`src/rtl/home_sensor_frontend_if.sv`:
```
// Serial temperature sensor bus between the acquisition front-end and the sensor.
interface home_sensor_frontend_if;
  logic ts_cs_n;
  logic ts_sck;
  logic ts_miso;

  modport master (output ts_cs_n, output ts_sck, input ts_miso);
  modport slave  (input ts_cs_n, input ts_sck, output ts_miso);
endinterface

```
`src/rtl/home_sensor_frontend.sv`:
```
// Sensor front-end: four debounced contact channels plus a periodic 8-bit serial temperature read.
// Optional HAS_TEMP_AVG_EN: ST reports the 4-sample running average of good readings.

module hsf_debounce #(
  parameter int DEB_CYCLES = 16
) (
  input  logic Clk,
  input  logic Rst,
  input  logic i_raw,
  output logic o_out
);
  localparam int CW = $clog2(DEB_CYCLES);

  logic [1:0]    r_sync;
  logic [CW-1:0] r_cnt;
  logic          r_out;

  always_ff @(posedge Clk or negedge Rst) begin
    if (!Rst) begin
      r_sync <= '0;
      r_cnt  <= '0;
      r_out  <= 1'b0;
    end else begin
      r_sync <= {r_sync[0], i_raw};
      if (r_sync[1] == r_out) begin
        r_cnt <= '0;
      end else if (r_cnt == CW'(DEB_CYCLES-1)) begin
        r_out <= r_sync[1];
        r_cnt <= '0;
      end else begin
        r_cnt <= r_cnt + 1'b1;
      end
    end
  end

  assign o_out = r_out;
endmodule

module home_sensor_frontend #(
  parameter int DEB_CYCLES    = 16,
  parameter int SAMPLE_PERIOD = 1000,
  parameter int SCK_DIV       = 4,
  parameter int ST_RESET      = 60
) (
  input  logic                   Clk,
  input  logic                   Rst,
  input  logic                   raw_fd,
  input  logic                   raw_rd,
  input  logic                   raw_w,
  input  logic                   raw_fa,
  output logic                   SFD,
  output logic                   SRD,
  output logic                   SW,
  output logic                   SFA,
  home_sensor_frontend_if.master ts,
  output logic [6:0]             ST,
  output logic                   st_valid,
  output logic                   st_err
);
  localparam int NUM_LANES = 4;
  localparam int TW        = $clog2(SAMPLE_PERIOD);
  localparam int DW        = $clog2(SCK_DIV+1);

  typedef enum logic [1:0] {IDLE, SETUP, SHIFT, DONE} state_t;

  logic [NUM_LANES-1:0] w_raw, w_deb;

  assign w_raw = {raw_fa, raw_w, raw_rd, raw_fd};

  hsf_debounce #(.DEB_CYCLES(DEB_CYCLES)) u_deb [NUM_LANES-1:0] (
    .Clk   (Clk),
    .Rst   (Rst),
    .i_raw (w_raw),
    .o_out (w_deb)
  );

  assign {SFA, SW, SRD, SFD} = w_deb;

  state_t        r_state;
  logic [TW-1:0] r_timer;
  logic [DW-1:0] r_div;
  logic [2:0]    r_bit;
  logic [7:0]    r_sh;
  logic          r_cs_n, r_sck, r_valid, r_err;
  logic [6:0]    r_st;
  logic [6:0]    w_sat;
  logic          w_last;

  assign w_sat  = r_sh[7] ? 7'd127 : r_sh[6:0];
  assign w_last = (r_div == DW'(SCK_DIV-1));

`ifdef HAS_TEMP_AVG_EN
  // Three previous good samples; the incoming sample is the fourth history entry.
  logic [2:0][6:0] r_hist;
  logic [8:0]      w_sum;
  assign w_sum = 9'(r_hist[0]) + 9'(r_hist[1]) + 9'(r_hist[2]) + 9'(w_sat);
`endif

  always_ff @(posedge Clk or negedge Rst) begin
    if (!Rst) begin
      r_state <= IDLE;
      r_timer <= '0;
      r_div   <= '0;
      r_bit   <= 3'd7;
      r_sh    <= '0;
      r_cs_n  <= 1'b1;
      r_sck   <= 1'b0;
      r_valid <= 1'b0;
      r_err   <= 1'b0;
      r_st    <= 7'(ST_RESET);
`ifdef HAS_TEMP_AVG_EN
      r_hist  <= {3{7'(ST_RESET)}};
`endif
    end else begin
      r_valid <= 1'b0;
      case (r_state)
        IDLE: begin
          if (r_timer == TW'(SAMPLE_PERIOD-1)) begin
            r_timer <= '0;
            r_div   <= '0;
            r_cs_n  <= 1'b0;
            r_state <= SETUP;
          end else begin
            r_timer <= r_timer + 1'b1;
          end
        end
        SETUP: begin
          if (w_last) begin
            r_div   <= '0;
            r_bit   <= 3'd7;
            r_state <= SHIFT;
          end else begin
            r_div <= r_div + 1'b1;
          end
        end
        SHIFT: begin
          if (!w_last) begin
            r_div <= r_div + 1'b1;
          end else begin
            r_div <= '0;
            if (!r_sck) begin
              r_sck <= 1'b1;
              r_sh  <= {r_sh[6:0], ts.ts_miso};
            end else begin
              r_sck <= 1'b0;
              if (r_bit == 3'd0) begin
                // Result is published on entry so ST/st_err are valid alongside st_valid.
                r_state <= DONE;
                r_cs_n  <= 1'b1;
                r_valid <= 1'b1;
                if (r_sh == 8'hFF) begin
                  r_err <= 1'b1;
                end else begin
                  r_err <= 1'b0;
`ifdef HAS_TEMP_AVG_EN
                  r_hist <= {r_hist[1:0], w_sat};
                  r_st   <= 7'(w_sum >> 2);
`else
                  r_st   <= w_sat;
`endif
                end
              end else begin
                r_bit <= r_bit - 1'b1;
              end
            end
          end
        end
        DONE: begin
          r_timer <= '0;
          r_state <= IDLE;
        end
        default: r_state <= IDLE;
      endcase
    end
  end

  assign ts.ts_cs_n = r_cs_n;
  assign ts.ts_sck  = r_sck;
  assign ST         = r_st;
  assign st_valid   = r_valid;
  assign st_err     = r_err;
endmodule

```
`src/flat_wrapper.sv`:
```
// flat-port wrapper written by rule: the top's interface ports become plain ports
module home_sensor_frontend_flat 
#(
  parameter int DEB_CYCLES    = 16,
  parameter int SAMPLE_PERIOD = 1000,
  parameter int SCK_DIV       = 4,
  parameter int ST_RESET      = 60
)
  (Clk, Rst, raw_fd, raw_rd, raw_w, raw_fa, SFD, SRD, SW, SFA, ST, st_valid, st_err, ts_ts_cs_n, ts_ts_sck, ts_ts_miso);
  home_sensor_frontend_if ts_i ();
  input  logic Clk;
  input  logic Rst;
  input  logic raw_fd;
  input  logic raw_rd;
  input  logic raw_w;
  input  logic raw_fa;
  output logic SFD;
  output logic SRD;
  output logic SW;
  output logic SFA;
  output logic [6:0] ST;
  output logic st_valid;
  output logic st_err;
  output wire logic [$bits(ts_i.ts_cs_n)-1:0] ts_ts_cs_n;
  output wire logic [$bits(ts_i.ts_sck)-1:0] ts_ts_sck;
  input wire logic [$bits(ts_i.ts_miso)-1:0] ts_ts_miso;
  assign ts_ts_cs_n = ts_i.ts_cs_n;
  assign ts_ts_sck = ts_i.ts_sck;
  assign ts_i.ts_miso = ts_ts_miso;
  home_sensor_frontend #(.DEB_CYCLES(DEB_CYCLES), .SAMPLE_PERIOD(SAMPLE_PERIOD), .SCK_DIV(SCK_DIV), .ST_RESET(ST_RESET)) u_core (.Clk(Clk), .Rst(Rst), .raw_fd(raw_fd), .raw_rd(raw_rd), .raw_w(raw_w), .raw_fa(raw_fa), .SFD(SFD), .SRD(SRD), .SW(SW), .SFA(SFA), .ts(ts_i), .ST(ST), .st_valid(st_valid), .st_err(st_err));
endmodule
```
`config.mk`:
```
export PLATFORM = sky130hd
export DESIGN_NAME = home_sensor_frontend_flat
export DESIGN_NICKNAME = d
export VERILOG_FILES = /design/src/rtl/home_sensor_frontend_if.sv /design/src/rtl/home_sensor_frontend.sv /design/src/flat_wrapper.sv
export SDC_FILE = /design/constraint.sdc
export NUM_CORES = 1
export LEC_CHECK = 0
export BUFFER_PORTS_ARGS = -buffer_cell sky130_fd_sc_hd__buf_2
export CAP_MARGIN = 15
export CORE_UTILIZATION = 59
export CTS_CLUSTER_DIAMETER = 30
export DETAILED_ROUTE_END_ITERATION = 8
export PLACE_DENSITY_LB_ADDON = 0.12
export SYNTH_ARGS = -nofsm -noshare
export SYNTH_HDL_FRONTEND = slang
export SYNTH_SLANG_ARGS = --single-unit
```
`constraint.sdc`:
```
create_clock -name Clk -period 2.4 [get_ports Clk]
set_input_delay 0.48 -clock Clk [delete_from_list [all_inputs] [get_ports Clk]]
set_output_delay 0.48 -clock Clk [all_outputs]
set_load 0.05 [all_outputs]
```
==> flow_summary.yaml <==
outcome:
  outcome: "finished, final reports clean"
setup_path:
  worstSetupStartpointType: "register"
  crit_chain: "inv_1 > ha_1 > or2_2 > or3_1 > o21ai_0"
  cp_data_arrival_time_ps: 2170
  reg2reg_depth: 5
  critPathMaxFanout: 24
  path_class: "register to register"
  cp_slowest_cell: "ha_1"
  critPathMaxStageDelay_ps: 550
  worst_setup_path_end_kind: "register"
  crit_required_ps: 2650
routing:
  first_pass_iters: 4
  highest_layer: "met4"
  postRouteAntennaNets: 0
  num_vias: 1913
  vias_per_cell: 5.42
  dr_wl_met3_um: 174
  post_drt_wl_per_cell_um: 13.3
  dr_wl_met2_mm: 2.13
  drt-total-wl_mm: 4.70
  drc_errors: 0
  wl_met1_mm: 2.31
  drt-initial-drc-count: 93
floorplanning:
  die_area_um2: 5190
  io_pins: 22
  core_area_um2: 4720
  die_h_um: 72.1
  std_cell_rows: 25
  die_w_um: 72.1
  start_util_pct: 61.3
place:
  gp_congestion: 0.837
  place_ws_ps: 490
  dp_cells: 337
  dp_hpwl_mm: 3.14
  io_buffers: 21
cts:
  hold_buffers: 0
  postCtsSetupBuffers: 0
  cts_tree: "done"
  clk_pin_slew_ps: 70
  cts-root-buf: "clkbuf_8"
  clk_path_buf_depth: 2
  cts_buffers: 9
  cts.sinks: 65
  htreeDepth: 3
  insertion_delay_ps: 330
  ctsResizeCount: 0
grt:
  grt_pass1_vias: 1793
  grt.total_usage_pct: 21.0
  antenna_found_initial: 0
  grt_pass1_wl_mm: 8.15
  grt_start_max_net_pins: 66
  gr-total-overflow: 0
timing:
  final-setup-viol-count: 0
  fin_crit_sh_pct: 80.2
  timing.final.ws_setup_ps: 475
  fmax_mhz: 520
  rsz0062_at_grt: "false"
  fin_crit_ps: 1920
  fin_skew_ps: 9.15
  max_slew.worst_pin.slew_ps: 863
  hold_violations: 0
  maxSlewHeadroom_pct: 42.2
  fin_tns_setup_ps: 0
  slew_violations: 0
synth:
  synth_flop_cell: "dfrtp_1"
  syn_avg_cell_area_um2: 11.5
  synth_edf_count: 0
  synth_seq_area_share_pct: 56.5
  yosysWarningCount: 0
  synthesis.area_um2: 2900
  syn_inst: 251
  ys_async_sr_fraction_pct: 100
  synth.ff_latch_count: 65
  synth_nets: 270
  ys_types: 44
layout:
  fin_cells: 353
  nets: 300
  area_growth_pct: 13.3
  antenna_cells: 0
  drive_above_1_share_pct: 22.4
  post-route-util_pct: 69.5
hold_path:
  hold_class: "input pin to asynchronous set/reset pin"
power_and_ir_drop:
  p_total_mw: 2.05
  leakagePower_nw: 1.51
  p_per_area_nw_per_um2: 626
  vdd_drop_max_uv: 505
flow_run:
  drv_cap: 0
where the power goes:
part	switching, mW	internal [mW]
registers	0.0202	1.12
logic	0.0392	0.0279
clock network	0.388	0.459
total	0.447	1.61
placed cells by master, fill, tap and decap left out, types with 10 or more instances in the layout:
cell type and n:
nor2_1 16, inv_1 14, o21ai_0 20, nand2_1 14
clkbuf_8 12, a21oi_1 13, mux2_2 13, ha_1 12
buf_2 21, xnor2_1 10, dfrtp_1 57
final cells by class:
cell class / count / area, µm²
multi-input combinational: 168 / 1190
tap: 67 / 83.8
inverter: 14 / 52.6
sequential: 65 / 1640
timing repair buffer: 23 / 133
fill: 369 / 1440
clock inverter: 2 / 12.5
clock buffer: 14 / 173
critical path, delay by kind of cell, from the launching register on:
kind            cells  cell delay, ps
fa+ha+maj           1             550
compound gates      1              80
simple gates        2             750
buf+inv             1              80
flops               1             370
logic make-up (layout without fill, tap and decap cells):
kind of cell	count (synthesis)	in the layout	share of synthesized area [%]
AND/OR/NAND/NOR	76	76	14.7
flip-flops	65	65	56.5
AO/OA/AOI/OAI	56	56	12.6
buffers and inverters	18	53	2.42
multiplexers	14	14	5.57
adder cells (fa/ha/maj)	12	12	5.18
XOR/XNOR	10	10	3.02
registers in the layout, indices dropped and copies added, names as in the netlist:
name	count
u_core.u_deb.o_out	4
u_core.ts.ts_cs_n	1
u_core.r_div	3
u_core.u_deb.r_cnt	16
u_core.r_state	2
u_core.u_deb.r_sync	8
u_core.r_timer	10
u_core.ST	7
u_core.st_valid	1
u_core.ts.ts_sck	1
u_core.r_sh	8
u_core.r_bit	3
u_core.st_err	1
per-stage QoR:
step | cell area [µm²] | hold slack, ps
floorplan | 2900 | 184
global placement | 3100 | 333
detailed placement | 3100 | 336
CTS | 3280 | 153
global route | 3280 | 167
finish | 3280 | 144
metal layers:
| metal | GRT usage (%) | vias up |
|---|---|---|
| li1 | - | 954 |
| met3 | 8.33 | 7 |
| met1 | 27.4 | 928 |
| met5 | 0 | - |
| met4 | 10.7 | 0 |
| met2 | 30.3 | 24 |
cells in the mapped netlist (all sizes together) (2+ instances only):
library cell / instances / share of area (%)
a22o: 3 / 0.91
nand2b: 5 / 1.1
and3: 3 / 0.65
a21oi: 13 / 2.2
nor4: 3 / 0.65
nand4b: 5 / 1.5
dfrtp: 57 / 49
nand2: 14 / 1.8
ha: 12 / 5.2
xnor2: 10 / 3.0
o21ai: 21 / 3.6
nor3b: 2 / 0.52
a21boi: 2 / 0.52
a311oi: 2 / 0.60
nand4: 6 / 1.8
mux2: 14 / 5.6
o21a: 2 / 0.52
nor3: 3 / 0.69
nor2b: 6 / 1.3
clkbuf: 2 / 0.26
nand3: 8 / 1.4
buf: 2 / 0.35
nor2: 16 / 2.1
inv: 14 / 1.8
dfstp: 8 / 7.3
o31ai: 3 / 1.3
or2: 2 / 0.43
o211ai: 2 / 0.52
worst paths after layout:
check	endpoint	slack, ps	startpoint
max in group asynchronous	u_core.ST[3]$_DFFE_PN1P_	1930	Rst
min in group Clk	u_core.u_deb[2].r_sync[0]$_DFF_PN0_	250	raw_w
min reg2reg	u_core.u_deb[2].r_sync[1]$_DFF_PN0_	350	u_core.u_deb[2].r_sync[0]$_DFF_PN0_
max reg2reg	u_core.r_timer[5]$_DFFE_PN0P_	480	u_core.r_state[0]$_DFFE_PN0P_
min	u_core.u_deb[2].r_sync[1]$_DFF_PN0_	140	Rst
max	u_core.r_timer[5]$_DFFE_PN0P_	480	u_core.r_state[0]$_DFFE_PN0P_
No activity file was read; power rests on OpenSTA's default activity.
